**config.mk**
```make
export PLATFORM = sky130hd
export DESIGN_NAME = pb_varint_stream_decoder
export DESIGN_NICKNAME = d
export VERILOG_FILES = /design/src/rtl/pb_varint_stream_decoder.sv
export SDC_FILE = /design/constraint.sdc
export NUM_CORES = 1
export LEC_CHECK = 0
export CORE_ASPECT_RATIO = 1.5
export CORE_MARGIN = 1
export CORE_UTILIZATION = 45
export CTS_BUF_LIST = sky130_fd_sc_hd__clkbuf_2
export DETAILED_ROUTE_END_ITERATION = 16
export GPL_TIMING_DRIVEN = 0
export PLACE_DENSITY = 0.7
export SLEW_MARGIN = 20
export SYNTH_ARGS = -nofsm -noshare
export SYNTH_HDL_FRONTEND = slang
export SYNTH_SLANG_ARGS = --single-unit
```
**constraint.sdc**
```tcl
create_clock -name clk -period 2.55 [get_ports clk]
set_clock_uncertainty 0.05 [all_clocks]
set_input_delay 0.255 -clock clk [delete_from_list [all_inputs] [get_ports clk]]
set_output_delay 0.255 -clock clk [all_outputs]
set_load 0.02 [all_outputs]
```
**src/rtl/pb_varint_stream_decoder.sv**
```systemverilog
`default_nettype none
// ============================================================================
// Module   : pb_varint_stream_decoder
// Purpose  : Streaming decoder for protobuf base-128 varints. Takes one byte
//            per cycle on a valid/ready byte stream. Emits one decoded value
//            per varint on a valid/ready result port. Optionally splits keys
//            into field number / wire type and flags malformed encodings.
// Optional : define PB_VARINT_ZIGZAG_EN to add zigzag (sint) decoding.
// Ports    :
//   clk, rst_n            clock, asynchronous active-low reset
//   in_valid/in_ready     byte handshake; in_data[7] is the continuation bit
//   key_mode              sampled with the first byte; 1 = decode as key
//   zigzag                (PB_VARINT_ZIGZAG_EN) sampled with the first byte
//   out_valid/out_ready   result handshake
//   out_value             decoded value
//   out_field/out_wire    out_value>>3 / out_value[2:0] (key mode)
//   out_is_key            latched key_mode
//   out_is_zigzag         (PB_VARINT_ZIGZAG_EN) zigzag applied to out_value
//   out_err               [0] overlong, [1] overflow, [2] bad wire type
// Revision : 1.0 - initial release
// ============================================================================
module pb_varint_stream_decoder #(
  parameter int VALUE_W   = 64,
  parameter int MAX_BYTES = (VALUE_W + 6) / 7
) (
  input  logic               clk,
  input  logic               rst_n,
  input  logic               in_valid,
  output logic               in_ready,
  input  logic [7:0]         in_data,
  input  logic               key_mode,
`ifdef PB_VARINT_ZIGZAG_EN
  input  logic               zigzag,
  output logic               out_is_zigzag,
`endif
  output logic               out_valid,
  input  logic               out_ready,
  output logic [VALUE_W-1:0] out_value,
  output logic [VALUE_W-4:0] out_field,
  output logic [2:0]         out_wire,
  output logic               out_is_key,
  output logic [2:0]         out_err
);

  localparam int CNT_W  = $clog2(MAX_BYTES + 1);
  // Wide enough to hold the last payload group at its full shift, so the
  // bits that fall off the top of VALUE_W can be inspected for overflow.
  localparam int WIDE_W = 7 * MAX_BYTES + 7;

  typedef enum logic [1:0] {
    ST_IDLE  = 2'd0,
    ST_ACCUM = 2'd1,
    ST_HOLD  = 2'd2,
    ST_DRAIN = 2'd3
  } state_t;

  state_t               state_q, state_d;
  logic [VALUE_W-1:0]   acc_q, acc_d;
  logic [CNT_W-1:0]     cnt_q, cnt_d;
  logic                 ovf_q, ovf_d;
  logic                 key_q, key_d;
  logic                 drain_q, drain_d;
  logic [VALUE_W-1:0]   out_value_q, out_value_d;
  logic [2:0]           out_err_q, out_err_d;
  logic                 out_is_key_q, out_is_key_d;
`ifdef PB_VARINT_ZIGZAG_EN
  logic                 zz_q, zz_d;
  logic                 out_is_zz_q, out_is_zz_d;
  logic                 zz_new;
`endif

  logic                 accept;
  logic                 first_byte;
  logic                 term;
  logic                 overlong;
  logic                 finish;
  logic [15:0]          shamt;
  logic [WIDE_W-1:0]    byte_wide;
  logic [WIDE_W-1:0]    shifted;
  logic                 dropped;
  logic [VALUE_W-1:0]   acc_base;
  logic [VALUE_W-1:0]   acc_new;
  logic                 ovf_new;
  logic                 key_new;
  logic [VALUE_W-1:0]   value_new;

  // --------------------------------------------------------------------------
  // Datapath: merge the current byte into the accumulator
  // --------------------------------------------------------------------------
  always_comb begin
    in_ready   = (state_q != ST_HOLD);
    out_valid  = (state_q == ST_HOLD);
    accept     = in_valid & in_ready;
    first_byte = (state_q == ST_IDLE);
    term       = ~in_data[7];

    // cnt_q is 0 in IDLE, so the first byte lands unshifted.
    shamt     = 16'(cnt_q) * 16'd7;
    byte_wide = {{(WIDE_W-7){1'b0}}, in_data[6:0]};
    shifted   = byte_wide << shamt;
    dropped   = |shifted[WIDE_W-1:VALUE_W];

    acc_base = first_byte ? '0 : acc_q;
    acc_new  = acc_base | shifted[VALUE_W-1:0];
    ovf_new  = (ovf_q & ~first_byte) | dropped;
    key_new  = first_byte ? key_mode : key_q;

    // Continuation still set on the last legal byte: stop and drain the rest.
    overlong = (state_q == ST_ACCUM) && in_data[7] &&
               (cnt_q == CNT_W'(MAX_BYTES - 1));

    finish = accept && ((state_q == ST_IDLE) || (state_q == ST_ACCUM)) &&
             (term || overlong);

`ifdef PB_VARINT_ZIGZAG_EN
    // Zigzag only applies to plain values; keys are always unsigned.
    zz_new    = first_byte ? (zigzag & ~key_mode) : zz_q;
    value_new = zz_new ? ((acc_new >> 1) ^ {VALUE_W{acc_new[0]}}) : acc_new;
`else
    value_new = acc_new;
`endif
  end

  // --------------------------------------------------------------------------
  // Next-state and output register updates
  // --------------------------------------------------------------------------
  always_comb begin
    state_d      = state_q;
    acc_d        = acc_q;
    cnt_d        = cnt_q;
    ovf_d        = ovf_q;
    key_d        = key_q;
    drain_d      = drain_q;
    out_value_d  = out_value_q;
    out_err_d    = out_err_q;
    out_is_key_d = out_is_key_q;
`ifdef PB_VARINT_ZIGZAG_EN
    zz_d         = zz_q;
    out_is_zz_d  = out_is_zz_q;
`endif

    case (state_q)
      ST_IDLE: begin
        if (accept) begin
          acc_d   = acc_new;
          cnt_d   = CNT_W'(1);
          ovf_d   = ovf_new;
          key_d   = key_mode;
          drain_d = 1'b0;
`ifdef PB_VARINT_ZIGZAG_EN
          zz_d    = zz_new;
`endif
          state_d = term ? ST_HOLD : ST_ACCUM;
        end
      end

      ST_ACCUM: begin
        if (accept) begin
          acc_d = acc_new;
          cnt_d = cnt_q + CNT_W'(1);
          ovf_d = ovf_new;
          if (term) begin
            state_d = ST_HOLD;
          end else if (overlong) begin
            state_d = ST_HOLD;
            drain_d = 1'b1;
          end
        end
      end

      ST_HOLD: begin
        if (out_ready) begin
          state_d = drain_q ? ST_DRAIN : ST_IDLE;
          drain_d = 1'b0;
          cnt_d   = '0;
          acc_d   = '0;
          ovf_d   = 1'b0;
        end
      end

      ST_DRAIN: begin
        // Tail of an overlong varint: swallow bytes up to its terminator.
        if (accept && term) begin
          state_d = ST_IDLE;
        end
      end

      default: begin
        state_d = ST_IDLE;
      end
    endcase

    // Results are captured once, on the transition into HOLD, so they stay
    // stable for the whole time the result waits on out_ready.
    if (finish) begin
      out_value_d  = value_new;
      out_err_d    = {key_new && (acc_new[2:1] == 2'b11), ovf_new, overlong};
      out_is_key_d = key_new;
`ifdef PB_VARINT_ZIGZAG_EN
      out_is_zz_d  = zz_new;
`endif
    end
  end

  always_ff @(posedge clk or negedge rst_n) begin
    if (!rst_n) begin
      state_q      <= ST_IDLE;
      acc_q        <= '0;
      cnt_q        <= '0;
      ovf_q        <= 1'b0;
      key_q        <= 1'b0;
      drain_q      <= 1'b0;
      out_value_q  <= '0;
      out_err_q    <= '0;
      out_is_key_q <= 1'b0;
`ifdef PB_VARINT_ZIGZAG_EN
      zz_q         <= 1'b0;
      out_is_zz_q  <= 1'b0;
`endif
    end else begin
      state_q      <= state_d;
      acc_q        <= acc_d;
      cnt_q        <= cnt_d;
      ovf_q        <= ovf_d;
      key_q        <= key_d;
      drain_q      <= drain_d;
      out_value_q  <= out_value_d;
      out_err_q    <= out_err_d;
      out_is_key_q <= out_is_key_d;
`ifdef PB_VARINT_ZIGZAG_EN
      zz_q         <= zz_d;
      out_is_zz_q  <= out_is_zz_d;
`endif
    end
  end

  assign out_value  = out_value_q;
  assign out_field  = out_value_q[VALUE_W-1:3];
  assign out_wire   = out_value_q[2:0];
  assign out_is_key = out_is_key_q;
  assign out_err    = out_err_q;
`ifdef PB_VARINT_ZIGZAG_EN
  assign out_is_zigzag = out_is_zz_q;
`endif

endmodule
`default_nettype wire

```
# --- After elaboration in Yosys (flattened, before gate mapping) ---
# Index checks and enable logic that the tools add are counted.
word_totals:
  register_bits: 141
  in_bits: 13
  out_inout_bits: 134
  wordCells: 76
classes:
  add_sub_neg: 1
  n_mul: 1
  n_eq_ne: 14
  shifts: 1
  n_mux: 26
  bitwise_logic: 6
  reduce_logical: 18
op_table:
  columns: ["op", "count"]
  rows:
  - ["two-way mux 64 bit", 3]
  - ["one-hot mux 64 bit (2 select lines)", 1]
  - ["left shift 7 x 7 -> 77 bit", 1]
  - ["bitwise OR 64 bit", 1]
  - ["two-way mux 2 bit", 8]
  - ["OR reduction 13 bit", 1]
  - ["two-way mux 4 bit", 3]
  - ["!= test 2 bit (second input constant)", 6]
  - ["one-hot mux 4 bit (3 select lines)", 1]
  - ["one-hot mux 2 bit (4 select lines)", 1]
  - ["multiplier 4 x 3 -> 7 bit (second input constant)", 1]
  - ["two-way mux 1 bit", 7]
  - ["equality test 2 bit (second input constant)", 3]
  - ["logical AND 1 bit", 6]
  - ["AND reduction 6 bit", 1]
  - ["AND reduction 5 bit", 1]
  - ["adder 4 x 1 -> 4 bit (second input constant)", 1]
  - ["equality test 4 bit (second input constant)", 1]
  - ["!= test 2 x 1 -> 1 bit (second input constant)", 2]
  - ["AND reduction 4 bit", 1]
  - ["!= test 3 bit (second input constant)", 1]
  - ["one-hot mux 1 bit (3 select lines)", 1]
  - ["AND reduction 3 bit", 1]
  - ["nonzero test 3 bit", 1]
  - ["10 further kinds", 13]

# --- Depth between registers and ports, before layout ---
depth:
  ltp_word: 7
  mapped_depth: 9
  mapped_depth_nobuf: 6

# --- Least setup slack after synthesis ---
# Ideal clock, no wire load.
synth_timing:
  kind: "flip-flop to flip-flop"
  start: "register state_q[0]"
  end: "register state_q[0]"
  setup_time_ns: 0.125
  arrival_time_ns: 1.878
  t_required_ns: 2.375
  path_slack_ns: 0.497
  path_stages_with_launch: 7
  n_path_buf: 0
  synth_period_minus_slack_ns: 2.053
  cell_sequence: "dfrtp_1 > inv_1 > ha_1 > nor2b_1 > a21oi_1 > o21bai_1 > mux2_2"
synth_between:
  word_cells_on_any_way: 16
  classes_between: "eq/ne: 9; mux: 1; bitwise: 1; reduce/logical: 5"
synth_lines:
  columns: ["item", "line_no", "rtl"]
  rows:
  - ["start, declared", "57", "state_t state_q, state_d;"]
  - ["start signal, assigned", "221", "state_q <= state_d;"]
  - ["equality test 2 bit *", null, null]
  - ["via out_valid", "36", "output logic out_valid,"]
  - ["!= test 2 x 1 -> 1 bit (no source line)", null, null]
  - ["AND reduction 5 bit (no source line)", null, null]
# Mark *: on every way through the listed nets, which the timed path passes. The rest lies on a longest branch.
# A chain may end at the register's enable or synchronous reset.

# --- Final worst setup path ---
layout_timing:
  start: "register state_q[0]"
  end: "register acc_q[15]"
layout_between:
  elab_chain_len: 5
  word_cells_on_any_way: 14
  classes_between: "eq/ne: 5; mux: 3; bitwise: 2; reduce/logical: 4"
layout_rtl:
  columns: ["item", "line_no", "rtl"]
  rows:
  - ["zero test 2 bit", "94, 142", null]
  - ["two-way mux 64 bit", "103", "acc_base = first_byte ? '0 : acc_q;"]
  - ["bitwise OR 64 bit", "104", "acc_new = acc_base | shifted[VALUE_W-1:0];"]
  - ["two-way mux 64 bit", "144, 158", null]
  - ["one-hot mux 64 bit (2 select lines)", "142", "case (state_q)"]
  - ["end signal, assigned", "208", "acc_q <= '0;"]
  - ["end signal, assigned", "222", "acc_q <= acc_d;"]
  - ["end, declared", "58", "logic [VALUE_W-1:0] acc_q, acc_d;"]
# Several ways; a longest one is shown, not always the timed one. The select of a mux whose other input is x is not followed.

==> impl_metrics.ini <==
[run_status]
status = finished, final reports clean

[clock_network]
clock-sinks = 141
cts_max_level = 4
clock_latency_ns = 0.69
cts_tree = built
cts.clk_slew.worst_paths_ns = 0.18
cts_inserted_buffers = 17
cts_buffer_depth = 2
root_buffer = clkbuf_2

[power_and_ir_drop]
vdd_drop_max_uv = 668
switchingPower_mw = 4.74
p_leak_nw = 3.89
intPower_mw = 6.48
p_sw_share_pct = 42.2
p_total_mw = 11.2
p_seq_share_pct = 31.0
combPwrFrac_pct = 59.0
clkPwrFrac_pct = 10.0
pwr_density_cell_nw_per_um2 = 1280

[yosys]
synth_xor_area_share_pct = 0
synth_nets = 699
synth_top_family_by_area = compound AO/OA/AOI/OAI gates
muxShareOfSynthArea_pct = 0.481
yosys.area_share.adder_pct = 1.30
ys_seq_elements = 141
synth_compound_area_share_pct = 20.4
syn_avg_cell_area_um2 = 9.95
syn_inst = 679
yosys.area_share.simple_pct = 14.9
synth_cell_types = 38
synth.cell_area_um2 = 6760
yosys_warnings = 0
ys_seq_area_share_pct = 52.2

[job]
drv_cap = 0

[timing]
holdWs_ns = 0.145
tightest_slew_ns = 0.853
worst_slack_ns = 0.206
timing_hold_violations_final = 0
drv_slew = 0
timing.final.crit_period_ns = 2.34
setup_tns_ns = 0
finalCritPeriodShare_pct = 91.9
maxSlewHeadroom_pct = 42.7
setup_viol = 0
fmax_mhz = 427
rsz0062_at_grt = false

[global_route]
antenna_found_initial = 1
gr-total-overflow = 0
grt_pass1_wl_um = 29500
grt_max_degree = 105
grt_pass1_vias = 5623
grt_use_total_pct = 24.9

[setup_path]
cp.arrival_ns = 2.89
path_max_fanout = 10
critPathRequiredTime_ns = 3.10
cp-end-kind = flip-flop
critPathLaunchType = flip-flop
path_class = flip-flop to flip-flop

[final_layout]
nNetsFinal = 865
design_area_um2 = 8730
final_cell_mix = 141 x dfrtp_1, 138 x clkdlybuf4s50_1, 127 x a21oi_1
drive_above_1_share_pct = 16.5
area_delta_synth_final_pct = 29.2
final_common_cell = dfrtp_1

[detailed_routing]
routed_wl_um = 18100
via_count = 5607
drt-initial-drc-count = 298
drc_errors = 0
drt.antenna.violating_nets = 0
drtPass1Iterations = 5
wire_per_inst_um = 17.2
avgViaCountPerCell = 5.32

[die]
std_cell_rows = 54
dieArea_um2 = 15500
core_um2 = 14600
num_io_pins = 147
die_w_um = 102
die_height_um = 152
initial_core_util_pct = 46.3

[place]
place_area_um2 = 8450
dp_slack_ns = -0.376
hpwl_um = 12300
portBuffers = 141
place.gp.congestion = 0.852

[hold_path]
hp-class = input port to flip-flop
[layout make-up]
class	instances	area [um2]
Clock buffer	21	105
Antenna cell	1	2.50
Inverter	6	22.5
Fill cell	1290	5860
Sequential cell	141	3530
Multi-Input combinational cell	416	2540
Timing Repair Buffer	148	1500
Clock inverter	9	73.8
Buffer	115	708
Tap cell	196	245
[kinds of logic after synthesis]
logic type	Yosys count
AO/OA/AOI/OAI	217
adder cells (fa/ha/maj)	7
buffers and inverters	122
flip-flops	141
multiplexers	3
AND/OR/NAND/NOR	189
[critical path, cell delays in order, from the launching register on]
cell and delay (ns):
dfrtp_1 0.46, inv_1 0.09, ha_1 0.19, buf_2 0.20
o21ai_0 0.38, buf_2 0.40, nor2b_1 0.09, clkbuf_1 0.19
a22o_1 0.21
[synth_stat cells, drive strengths merged]
master   count  area share [%]
a2111oi      1            0.13
a211o        1            0.13
a211oi       1            0.19
a21oi      128             9.5
a22o        64             8.3
a31oi        4            0.37
a32oi        1            0.13
a41oi        1            0.13
buf         85             8.6
clkbuf      31             1.7
dfrtp      141              52
ha           7             1.3
inv          6            0.33
mux2         2            0.33
mux2i        1            0.15
nand2       11            0.61
nand2b       9            0.83
nand3        1           0.074
nand3b       1            0.11
nand4b       1            0.13
nor2        78             4.3
nor2b       74             6.9
nor3         8             1.1
nor4         1            0.19
nor4b        2            0.35
o21ai        6            0.44
o21bai       1            0.11
o22a         1            0.13
o22ai        1           0.093
o2bb2ai      1            0.13
o31ai        6            0.67
or2          1           0.093
or3          1           0.093
or4          1            0.11
[sequential cells by signal (all words and copies together), names as in the netlist]
signal / flops
key_q: 1
cnt_q: 4
out_err: 3
acc_q: 64
out_is_key: 1
drain_q: 1
state_q: 2
ovf_q: 1
out_value: 64
[stage by stage]
step | instances | util [%]
CTS | 1053 | 59.6
global route | 1053 | 59.8
detailed placement | 1017 | 57.9
floorplan | 679 | -
finish | 1053 | 59.8
global placement | 1016 | 57.7
[worst paths after layout]
path / slack [ns] / cells after the start / start / end
max: 0.21 / 8 / state_q[0]$_DFFE_PN0P_ / acc_q[15]$_DFFE_PN0P_
min: 0.14 / 3 / key_mode / out_is_key$_DFFE_PN0P_
max reg2reg: 0.21 / 8 / state_q[0]$_DFFE_PN0P_ / acc_q[15]$_DFFE_PN0P_
min reg2reg: 0.47 / 1 / acc_q[59]$_DFFE_PN0P_ / acc_q[59]$_DFFE_PN0P_
max in group asynchronous: 1.35 / 4 / rst_n / acc_q[53]$_DFFE_PN0P_
min in group asynchronous: 0.53 / 4 / rst_n / acc_q[19]$_DFFE_PN0P_
[layer usage]
layer / track usage (%) / vias to the layer above / share of wire (%) / routed length [um]
li1: - / 2623 / - / -
met1: 31.6 / 2751 / 39 / 7140
met2: 41.6 / 199 / 53 / 9540
met3: 4.32 / 34 / 4.9 / 895
met4: 9.66 / 0 / 2.9 / 527
met5: 0 / - / 0 / 0
[power groups by stage]
stage | clock network (mW) | registers [mW] | logic, mW
after floorplan | 0 | 4.11 | 3.16
after global placement | 0 | 3.50 | 6.46
after detailed placement | 0 | 3.55 | 6.57
after CTS | 1.14 | 3.49 | 6.62
after global routing | 1.23 | 3.60 | 7.09
final | 1.12 | 3.48 | 6.62
[timing repair]
item / CTS / global route
buffers inserted: 3 / 0
pin swaps: 1 / 0
setup endpoints to repair: 69 / 81
gates resized for setup: 3 / 21
hold buffers: 3 / 0
endpoints found under the hold margin: 141 / 0
Note: power is estimated with default switching activity, not from simulation.
==> RTL change: new RTL, same flow settings <==
The option `PB_VARINT_ZIGZAG_EN` is turned on by a define.
--- a/src/rtl/pb_varint_stream_decoder.sv
+++ b/src/rtl/pb_varint_stream_decoder.sv
@@ -19,6 +19,8 @@
 //   out_err               [0] overlong, [1] overflow, [2] bad wire type
 // Revision : 1.0 - initial release
 // ============================================================================
+`define PB_VARINT_ZIGZAG_EN
+
 module pb_varint_stream_decoder #(
   parameter int VALUE_W   = 64,
   parameter int MAX_BYTES = (VALUE_W + 6) / 7
Interface: changed (added out_is_zigzag and zigzag); port bits go from 147 to 149. No check against the original RTL was run, so the function may have changed too.
==> RTL change against the unedited design <==
Worst setup slack worse by 0.13 ns; synthesized area grew 14%; routed wire length increased by 18%; die area rose by 14%; sequential power shrank 3%; sequential cell count is 2 higher; core utilization fell by 0.80 points; design area rose by 13%; sequential share of layout area is 4.2 points lower; total power up 5.2%; critical path type unchanged.
==> RTL change: results <==
[grt]
grt_max_degree = 76
grt_use_met2 = 0.4246
grt_pass1_vias = 6378
grt_first_pass_wirelength_um = 33910

[timing]
slew-limit-headroom = 0.3552
period_share = 0.9696
fin_hold_ws_ns = 0.1626

[critical_path]
crit_path_start = state_q[1]$_DFFE_PN0P_
reg2reg_to = out_value[53]$_DFFE_PN0P_
cp_data_arrival_time_ns = 3.02
rrSetupSlack_ns = 0.08

[finish]
utilization = 0.5902
fin_nets = 956
drive_above_1_share = 0.1941
nClkBuffers = 17
multi_input_area_um2 = 3413
nonClockBufferCount = 288
ff_latch_area_um2 = 3580
clk_share = 0.02226
nonClkBufAreaFrac = 0.2415
fin_area_um2 = 9894
inverters = 7

[placed_design]
gp_congestion = 0.8405
placed_area_um2 = 9443
dp_cells = 1118
place_hpwl_um = 14910
portBuffers = 144
place_ws_ns = -0.3159

[outcome]
status = finished clean

[synth]
seq_area_frac_synth = 0.4644
synth_compound_area_frac = 0.2161
yosys-top-cells-count = dfrtp_1, nand2_1, o21ai_0, buf_4
synthTopCellsByArea = dfrtp_1, a221o_1, buf_4
synth.area.mux_share = 0.01120
synth_cell_types = 51
syn_nets = 784
synthAdderAreaFrac = 0.01137

[clock_network]
cts.sink_count = 143
cts.reportedPaths.clkPinSlew_ns = 0.21

[power_and_ir_drop]
vdd_drop_max_v = 0.0006514
power_density_nw_per_um2 = 1193
clk-power_mw = 1.27
powerSeq_mw = 3.37
power.internal_mw = 6.510

[hold_path]
min_path_cells = 2
min_to = key_q$_DFFE_PN0P_

[detailed_routing]
routed_wl_um = 21330
drt-vias-per-instance = 5.717
wl_met2_um = 10930
drt_iter0_markers = 409
## RTL change: cell types whose count changed after synthesis, sizes merged, moves of 5 or more
cell,unedited run,this run
a21oi,128,4
nor2b,74,5
nor2,78,10
o21ai,6,70
a221o,0,62
nand2,11,73
a22o,64,4
xor2,0,58
a22oi,0,57
nor3,8,62
buf,85,104
xnor2,0,5
## RTL change: what timing repair did
item	in CTS	in global routing
hold endpoints to repair	143	0
pin swaps	0	2
gates resized for setup	20	31
hold buffers	3	0
setup buffers	1	5
endpoints found under the setup margin	71	69
## RTL change: critical path, cell delays in order, from the launching register on
cell	delay [ns]
dfrtp_1	0.46
inv_1	0.11
ha_1	0.15
clkbuf_4	0.19
nand4b_1	0.14
a211o_1	0.31
buf_2	0.21
buf_6	0.19
buf_2	0.19
a221o_1	0.36
